`src/rtl/get_fsm.sv`:
```
// get_fsm: read-side sub-FSM of the cache controller (key match -> value fetch -> response).
// Optional miss/error counter port enabled by defining GET_MISS_COUNT_EN.
package ctrl_types_pkg;

  typedef struct packed {
    logic done;
    logic error;
  } sub_cmd_t;

  typedef enum logic [1:0] {
    GET_ST_START = 2'd0,
    GET_ST_WAIT  = 2'd1,
    GET_ST_RESP  = 2'd2
  } get_substate_e;

endpackage

module get_fsm
  import ctrl_types_pkg::*;
#(
  parameter int NUM_ENTRIES  = 16,
  parameter int DATA_WIDTH   = 64,
  parameter int READ_LATENCY = 1
) (
  input  logic                   clk,
  input  logic                   rst_n,
  input  logic                   en,
  input  logic                   enter,
  input  logic                   hit,
  input  logic [NUM_ENTRIES-1:0] idx_in,
  input  logic [DATA_WIDTH-1:0]  rd_data_in,
  input  logic                   resp_ready,
  output logic                   select_out,
  output logic                   read_out,
  output logic [NUM_ENTRIES-1:0] idx_out,
  output logic [DATA_WIDTH-1:0]  value_out,
  output logic                   value_valid,
`ifdef GET_MISS_COUNT_EN
  output logic [15:0]            miss_count,
`endif
  output sub_cmd_t               cmd
);

  localparam logic [2:0] LAT_INIT = 3'(READ_LATENCY - 1);

  get_substate_e           state_q, state_d;
  logic [2:0]              lat_q, lat_d;
  logic [NUM_ENTRIES-1:0]  idx_q, idx_d;
  logic [DATA_WIDTH-1:0]   value_q, value_d;
  logic                    idx_onehot;
  logic                    idx_ok;

  assign idx_onehot = (idx_in != '0) &&
    ((idx_in & (idx_in - NUM_ENTRIES'(1))) == '0);
  assign idx_ok = hit && idx_onehot;
  assign value_out = value_q;

  always_comb begin
    state_d     = state_q;
    lat_d       = lat_q;
    idx_d       = idx_q;
    value_d     = value_q;
    select_out  = 1'b0;
    read_out    = 1'b0;
    idx_out     = '0;
    value_valid = 1'b0;
    cmd         = '0;

    unique case (state_q)
      GET_ST_START: begin
        if (en) begin
          if (idx_ok) begin
            select_out = 1'b1;
            read_out   = 1'b1;
            idx_out    = idx_in;
            idx_d      = idx_in;
            lat_d      = LAT_INIT;
            state_d    = GET_ST_WAIT;
          end else begin
            cmd.error = 1'b1;
          end
        end
      end
      GET_ST_WAIT: begin
        select_out = 1'b1;
        read_out   = 1'b1;
        idx_out    = idx_q;
        if (en) begin
          if (lat_q != 3'd0) begin
            lat_d = lat_q - 3'd1;
          end else begin
            value_d = rd_data_in;
            state_d = GET_ST_RESP;
          end
        end
      end
      GET_ST_RESP: begin
        value_valid = 1'b1;
        if (en && resp_ready) begin
          cmd.done = 1'b1;
          state_d  = GET_ST_START;
        end
      end
      default: state_d = GET_ST_START;
    endcase

    // restart wins over everything; the held value survives an abort
    if (enter) begin
      state_d = GET_ST_START;
      lat_d   = 3'd0;
      idx_d   = idx_q;
      value_d = value_q;
      cmd     = '0;
    end
  end

  always_ff @(posedge clk or negedge rst_n) begin
    if (!rst_n) begin
      state_q <= GET_ST_START;
      lat_q   <= 3'd0;
      idx_q   <= '0;
      value_q <= '0;
    end else begin
      state_q <= state_d;
      lat_q   <= lat_d;
      idx_q   <= idx_d;
      value_q <= value_d;
    end
  end

`ifdef GET_MISS_COUNT_EN
  always_ff @(posedge clk or negedge rst_n) begin
    if (!rst_n) begin
      miss_count <= 16'd0;
    end else if (cmd.error && (miss_count != 16'hFFFF)) begin
      miss_count <= miss_count + 16'd1;
    end
  end
`endif

endmodule

```
`config.mk`:
```
export PLATFORM = sky130hd
export DESIGN_NAME = get_fsm
export DESIGN_NICKNAME = d
export VERILOG_FILES = /design/src/rtl/get_fsm.sv
export SDC_FILE = /design/constraint.sdc
export NUM_CORES = 1
export LEC_CHECK = 0
export BUFFER_PORTS_ARGS = -buffer_cell sky130_fd_sc_hd__clkbuf_2
export CAP_MARGIN = 10
export CORE_MARGIN = 4
export CORE_UTILIZATION = 29
export CTS_BUF_LIST = sky130_fd_sc_hd__clkbuf_2
export CTS_CLUSTER_DIAMETER = 150
export DETAILED_ROUTE_END_ITERATION = 10
export SLEW_MARGIN = 40
export SYNTH_ARGS = -nofsm -noshare
export SYNTH_HDL_FRONTEND = slang
export SYNTH_SLANG_ARGS = --single-unit
```
`constraint.sdc`:
```
create_clock -name clk -period 5.9 [get_ports clk]
set_clock_uncertainty 0.15 [all_clocks]
set_input_delay 0.295 -clock clk [delete_from_list [all_inputs] [get_ports clk]]
set_output_delay 0.295 -clock clk [all_outputs]
set_load 0.02 [all_outputs]
```
==> run metrics, run 1 <==
outcome=complete, no violations; CP bufs+invs=3; multi-input combinational cell area=1520 um^2; grt total ovfl=0; hold crit path type=input port to flip-flop; Area Growth Syn to Fin=54.6%; initial antenna violation count=1; Max Clock Freq=257 MHz; Static Leak=3.10 nW; Post-DP Area=4770 um^2; register area share after synthesis=0.570; largest family of logic cells by synthesized area=multiplexers; Setup TNS=0 ns; Core Area=12600 um^2; Worst VDD drop=0.110 mV; clk_lat worst skew=0.55 ns; H-tree depth=3; vias post-DR=3169; nets=609; CP Launch Point=idx_in[1]; Synth Instances=265; Final setup viols=0; Row Count=41; post-route minimum period=3.89 ns; vias in the first global route=3533; Syn Area/Cell=14.1 um^2; worst hold start=hit; I/O Buffers=170; final number of hold-violating endpoints=0; Critical Path AT=3.45 ns; Ys Warns=0; CP delay by family, top=simple AND/OR/NAND/NOR gates; Vias/cell=4.53; synth unique cells=41; most used cell, CP=clkbuf_2; ANT nets after route=0; critical path class=input port to output pin; Placed Instances=594; HPWL after detailed placement=6.92 mm; design area=5770 um^2; Iter 0 DRT Violations=111; Post-Synth XOR/XNOR Area=0; First-pass DRT Iterations=4; final WL=10.5 mm; PD cells=170 nW/um^2; Synth Area in Compound Gates=0.0805; met3 Usage GRT=0.0462; die height=121 um; Core Util, Final=0.457; die area=14700 um^2; Initial Utilization=0.296; Critical Path Fanout Max=6; post-CTS sizing=0; CTS tree=built; adder-cell area share of the yosys netlist=0.00939; Synthesized Nets=353; placer congestion estimate=0.753; CP Capture Type=output pin; Clock transition at path regs=0.22 ns; grt peak-use layer=met2; residual DRC count=0; Worst Tran Pin Value=0.723 ns; GR Util met1=0.171; R2R Path Start=state_q[0]$_DFFE_PN0P_; first-pass GRT wire length=17.3 mm; non-filler cells, final=699; multiplexer share of the synthesized area=0.254; layout cell share with drive strength beyond 1=0.521; Die X=121 um; IO Count=171; total CTS buffers=9; number of synthesized register bits=85; Cell Area, Synth=3730 um^2; Sequential Area=2130 um^2; CTS Buffer Depth=2; M2 GR Usage=0.246; CP required=5.45 ns; clock sink count=85; Slew HR=0.516; final total power=0.000981 W; slowest stage delay, CP=0.65 ns; Slew Limit Fails=0; CP Launch Type=input port; number of max-cap violations=0; GRT Overall Usage=0.149; RSZ-0062 raised after global routing=no; CTS root buffer=clkbuf_2; CP max-delay cell=or4_1; Avg WL per Cell=15.1 um; Final period util=0.660; largest net degree at the start of global routing=51; Filler cells=1170; Setup Fix Bufs, Post-CTS=0; Post-Synth Simple-Gate Area=0.0590; critical path cell sequence=dlygate4sd3_1 > clkbuf_2 > or4_1 > nor4b_1 > mux2i_1 > o21ai_1 > nor3b_1 > o21ba_2 > clkbuf_2
-- through the flow --
step           setup slack (ns)  hold slack [ns]
2_1_floorplan              2.90           -0.151
3_3_place_gp               2.64            0.141
3_5_place_dp               2.54            0.143
4_1_cts                    2.03            0.128
5_1_grt                    1.85            0.180
6_report                   2.01            0.227
-- routing by layer --
metal	wire length [um]	vias to the layer above
li1	-	1491
met1	4230	1518
met2	5130	136
met3	793	24
met4	391	0
met5	0	-
-- repair_timing --
item | in CTS | in global routing
hold buffers | 88 | 0
endpoints found under the setup margin | 0 | 0
endpoints found under the hold margin | 120 | 0
-- Yosys cell counts, drive strengths merged --
library cell  count  area (um^2)
o2111ai           1         8.76
a21oi             6         30.0
mux2             80          938
or3               5         31.3
or4               2         15.0
nand3             2         10.0
nor2              7         26.3
nor3              1         5.00
o21a              1         7.51
nand2             4         15.0
nand3b            1         7.51
ha                2         25.0
nor3b             3         22.5
buf               5         43.8
o31ai             2         15.0
nand2b            1         6.26
a31oi             2         12.5
mux2i             1         10.0
o21ai             2         10.0
clkbuf           12         45.0
a2111o            2         22.5
a22o             16          140
a21o              2         15.0
o21ba             1         10.0
nor4bb            1         10.0
maj3              1         10.0
inv               3         11.3
nor4              4         31.3
nor4b             1         8.76
and3              1         6.26
nor2b             4         25.0
a311oi            1         8.76
a211oi            1         7.51
o22ai             2         12.5
dfrtp            85         2130
-- worst register-to-register path, stage by stage, from the launching register on --
cell and delay (ns):
dfrtp_1 0.54, nor2b_1 0.29, buf_4 0.29, nand3_1 0.12, nor3_1 0.14, a21oi_1 0.06
a211oi_1 0.19, dlygate4sd3_1 0.57
-- final timing paths --
check                                            end  slack, ns  cells after the start
setup / recovery                          select_out       2.01                      9
setup reg to reg                lat_q[2]$_DFFE_PN0P_       3.51                      7
hold reg to reg             value_out[9]$_DFFE_PN0P_       0.39                      1
hold / removal                state_q[0]$_DFFE_PN0P_       0.23                      5
min in group asynchronous       idx_q[9]$_DFFE_PN0P_       0.56                      3
max in group asynchronous  value_out[53]$_DFFE_PN0P_       3.62                      4
-- cell families after synthesis --
| kind of cell | Yosys count |
|---|---|
| adders and majority gates | 3 |
| DFF | 85 |
| and+or+nand+nor | 37 |
| buffers and inverters | 20 |
| muxes | 81 |
| AOI/OAI and AO/OA | 39 |
-- sequential cells by signal, summed over array words and instances, names as in the netlist --
signal	cells
value_out	64
lat_q	3
state_q	2
idx_q	16
-- final cells by class --
cell class / instances / share of cell area
Sequential cell: 85 / 0.369
Timing Repair Buffer: 262 / 0.308
Multi-Input combinational cell: 160 / 0.264
Tap cell: 172 / 0.0373
Clock inverter: 7 / 0.0115
Clock buffer: 9 / 0.00781
Inverter: 3 / 0.00195
Antenna cell: 1 / 0.000434
-- report_power, final --
group | leakage (nW) | internal, W | total (W) | switching (W)
clock | 0.0731 | 0.0000958 | 0.000293 | 0.000198
sequential | 1.19 | 0.000584 | 0.000584 | 0.000000138
combinational | 1.84 | 0.0000623 | 0.000104 | 0.0000417
total | 3.10 | 0.000742 | 0.000981 | 0.000239
-- cell usage in the layout, fill, tap and decap left out, drive strengths merged, types with 2 or more instances in the layout --
master / instances
or4: 2
or3: 5
buf: 5
clkbuf: 178
nor2: 7
a31oi: 2
o21ai: 2
nand2: 4
o22ai: 2
inv: 3
a2111o: 2
clkinv: 6
o31ai: 2
nor4: 4
nand3: 2
a21oi: 6
nor2b: 4
a22o: 16
dfrtp: 85
ha: 2
nor3b: 3
a21o: 2
dlygate4sd3: 88
mux2: 80
No activity file was read; power rests on OpenSTA's default activity.
==> run 2, diff against run 1 <==
--- a/config.mk
+++ b/config.mk
@@ -5,6 +5,7 @@
 export SDC_FILE = /design/constraint.sdc
 export NUM_CORES = 1
 export LEC_CHECK = 0
+export ABC_AREA = 1
 export BUFFER_PORTS_ARGS = -buffer_cell sky130_fd_sc_hd__clkbuf_2
 export CAP_MARGIN = 10
 export CORE_MARGIN = 4
==> constraint.sdc (replaced) <==
create_clock -name clk -period 3.8 [get_ports clk]
set_clock_uncertainty 0.15 [all_clocks]
set_input_delay 0.19 -clock clk [delete_from_list [all_inputs] [get_ports clk]]
set_output_delay 0.19 -clock clk [all_outputs]
set_load 0.02 [all_outputs]
==> run metrics, run 2 <==
outcome=complete, no violations (unchanged); grt total ovfl=0 (unchanged); CTS tree=built (unchanged); Slew Limit Fails=0 (unchanged); Synth top cells by count=nand2_1, dfrtp_1, mux2_2 (was dfrtp_1, mux2_2, a22o_1); Synth area leader=dfrtp_1 (unchanged); CP required=3.46 ns (was 5.45 ns); largest net degree at the start of global routing=86 (was 51); Worst Tran Pin Value=0.731 ns (was 0.723 ns); CP Launch Point=idx_in[5] (was idx_in[1]); Synth Area in Compound Gates=0.0117 (was 0.0805); Area Growth Syn to Fin=51.2% (was 54.6%); HPWL after detailed placement=7.62 mm (was 6.92 mm); Core Area=13300 um^2 (was 12600 um^2); reg-to-reg critical path endpoint=value_out[27]$_DFFE_PN0P_ (was lat_q[2]$_DFFE_PN0P_); Core Util, Final=0.450 (was 0.457); Critical Path AT=3.02 ns (was 3.45 ns); cell depth of the worst flop-to-flop path=7 (unchanged); largest family of logic cells by synthesized area=simple AND/OR/NAND/NOR gates (was multiplexers); Final period util=0.884; area share of the largest cell type after synthesis=0.536 (was 0.570); nets=735 (was 609); final number of hold-violating endpoints=0 (unchanged); diode count=0 (was 1); Slew HR=0.511 (was 0.516); max reg flops=64 (unchanged); I/O Buffers=170 (unchanged); Max Clock Freq=298 MHz; die height=125 um (was 121 um); clock sink count=85 (unchanged); post-route minimum period=3.36 ns; Initial Utilization=0.297 (was 0.296); Static Leak=3.38 nW (was 3.10 nW); Vias/cell=4.60 (was 4.53); Critical Path Fanout Max=33 (was 6); H-tree depth=3 (unchanged); CP bufs+invs=3 (unchanged); Synth area leaders=dfrtp_1, mux2_2, nand2_1, nand3_1, nand4_1 (was dfrtp_1, mux2_2, mux2_4, a22o_1, clkbuf_1); CP Launch Type=input port (unchanged); Setup TNS=0 ns (unchanged); initial antenna violation count=0 (was 1); Worst VDD drop=0.253 mV (was 0.110 mV); commonest non-fill, non-tap cell in the layout=clkbuf_2 (unchanged); CP Capture Type=output pin (unchanged); most used standard cell by instance count after synthesis=nand2_1 (was dfrtp_1); CTS Buffer Depth=2 (unchanged); total CTS buffers=9 (unchanged); final total power=0.00169 W (was 0.000981 W); Top FF cell, synth=dfrtp_1 (unchanged); critical path class=input port to output pin (unchanged); vias post-DR=3807 (was 3169); Async SR Flop Fraction=1.00 (unchanged); Post-synth EDFFs=0 (unchanged); hold path endpoint=value_out[63]$_DFFE_PN0P_ (was state_q[0]$_DFFE_PN0P_); residual DRC count=0 (unchanged); Iter 0 DRT Violations=229 (was 111); Synth Instances=390 (was 265); Sequential Area=2130 um^2 (unchanged); die area=15600 um^2 (was 14700 um^2); clk_lat worst skew=0.55 ns (about the same); worst hold start=rd_data_in[63] (was hit); hold crit path type=input port to flip-flop (unchanged); Syn Area/Cell=10.2 um^2 (was 14.1 um^2); Ys Warns=0 (unchanged); placer congestion estimate=0.844 (was 0.753); IO Count=171 (unchanged); Post-Synth XOR/XNOR Area=0 (unchanged); GRT Overall Usage=0.157 (was 0.149); Cell Area, Synth=3970 um^2 (was 3730 um^2); RSZ-0062 raised after global routing=no (unchanged); critical path cell sequence=dlygate4sd3_1 > clkbuf_2 > nor2_1 > nand3_1 > o21ai_0 > nand2_1 > nor2_1 > nand3_1 > nor2_4 > nand4_1 > nand2_1 > clkbuf_2 (was dlygate4sd3_1 > clkbuf_2 > or4_1 > nor4b_1 > mux2i_1 > o21ai_1 > nor3b_1 > o21ba_2 > clkbuf_2); multi-input combinational cell area=1640 um^2 (was 1520 um^2); layout cell share with drive strength beyond 1=0.397 (was 0.521); Post-Synth Simple-Gate Area=0.209 (was 0.0590); First-pass DRT Iterations=4 (unchanged); Clock transition at path regs=0.30 ns (was 0.22 ns); Row Count=42 (was 41); synth unique cells=23 (was 41); PD cells=282 nW/um^2 (was 170 nW/um^2); vias in the first global route=4221 (was 3533); slowest stage delay, CP=0.59 ns (was 0.65 ns); worst hold path cell count=3 (was 5); most frequent cells in the layout=clkbuf_2, nand2_1, dlygate4sd3_1, dfrtp_1, mux2_2 (was clkbuf_2, dlygate4sd3_1, dfrtp_1, mux2_2, a22o_1); Avg WL per Cell=14.5 um (was 15.1 um); ANT nets after route=0 (unchanged); post-CTS sizing=0 (unchanged); r2r setup slk=0.99 ns (was 3.51 ns); multiplexer share of the synthesized area=0.182 (was 0.254); Final setup viols=0 (unchanged); CP max-delay cell=nor2_4 (was or4_1); R2R Path Start=state_q[0]$_DFFE_PN0P_ (unchanged); adder-cell area share of the yosys netlist=0.00630 (was 0.00939); Synthesized Nets=478 (was 353); CTS root buffer=clkbuf_2 (unchanged); number of max-cap violations=0 (unchanged); number of synthesized register bits=85 (unchanged); register area share after synthesis=0.536 (was 0.570); Filler cells=1278 (was 1170); CP delay by family, top=simple AND/OR/NAND/NOR gates (unchanged); final WL=12.0 mm (was 10.5 mm); first-pass GRT wire length=20.3 mm (was 17.3 mm); Die X=125 um (was 121 um)
-- run 2: worst reg2reg max path, stage by stage, from the launching register on --
cell	delay [ns]
dfrtp_1	0.45
inv_2	0.17
nor2_4	0.40
inv_1	0.14
nor2_2	0.23
nand3_4	0.33
buf_4	0.44
mux2_1	0.39
-- run 2: final cells by class --
| cell class | count | area share |
|---|---|---|
| clock buffer | 9 | 0.00751 |
| clock inverter | 7 | 0.0152 |
| sequential | 85 | 0.354 |
| timing repair buffer | 263 | 0.298 |
| inverter | 25 | 0.0156 |
| tap | 176 | 0.0367 |
| multi-input combinational | 263 | 0.273 |
-- run 2: logic make-up (layout without fill, tap and decap cells) --
| logic type | count (synthesis) | in the layout |
|---|---|---|
| adder cells (fa/ha/maj) | 2 | 2 |
| AO/OA/AOI/OAI | 9 | 9 |
| flip-flops | 85 | 85 |
| multiplexers | 64 | 64 |
| AND/OR/NAND/NOR | 188 | 188 |
| buffers and inverters | 42 | 304 |
-- run 2: routing by layer --
layer  GRT usage  share of wire  vias to the layer above
li1            -              -                     1804
met1       0.182           0.40                     1803
met2       0.265           0.49                      167
met3      0.0439          0.075                       33
met4      0.0797          0.028                        0
met5           0              0                        -
-- run 2: per-stage QoR --
step | cells | area (um^2) | setup WS [ns] | hold slack, ns
after floorplan | 390 | 3970 | 1.76 | -0.256
after global placement | 720 | 4940 | 1.06 | 0.253
after detailed placement | 720 | 4940 | 1.04 | 0.151
after CTS | 827 | 5990 | 0.491 | 0.000486
after global routing | 828 | 6000 | 0.233 | 0.120
final | 828 | 6000 | 0.443 | 0.209
-- run 2: repair_timing --
item	in CTS	in global routing
hold endpoints to repair	170	1
hold buffers	91	1
setup buffers	0	0
-- run 2: how the worst max path moves through the flow --
stage | endpoint | cells past startpoint | slack [ns]
6_report | idx_out[14] | 12 | 0.44
2_1_floorplan | select_out | 10 | 1.76
3_3_place_gp | value_out[23]$_DFFE_PN0P_ | 7 | 1.06
5_1_grt | idx_out[5] | 12 | 0.23
4_1_cts | idx_out[14] | 12 | 0.49
3_5_place_dp | value_out[23]$_DFFE_PN0P_ | 7 | 1.04
-- run 2: where the power goes --
group | total, W | leakage, nW | switching [W] | internal [W]
clock network | 0.000523 | 0.0778 | 0.000355 | 0.000169
registers | 0.000933 | 1.18 | 0.00000903 | 0.000924
logic | 0.000233 | 2.12 | 0.000113 | 0.000121
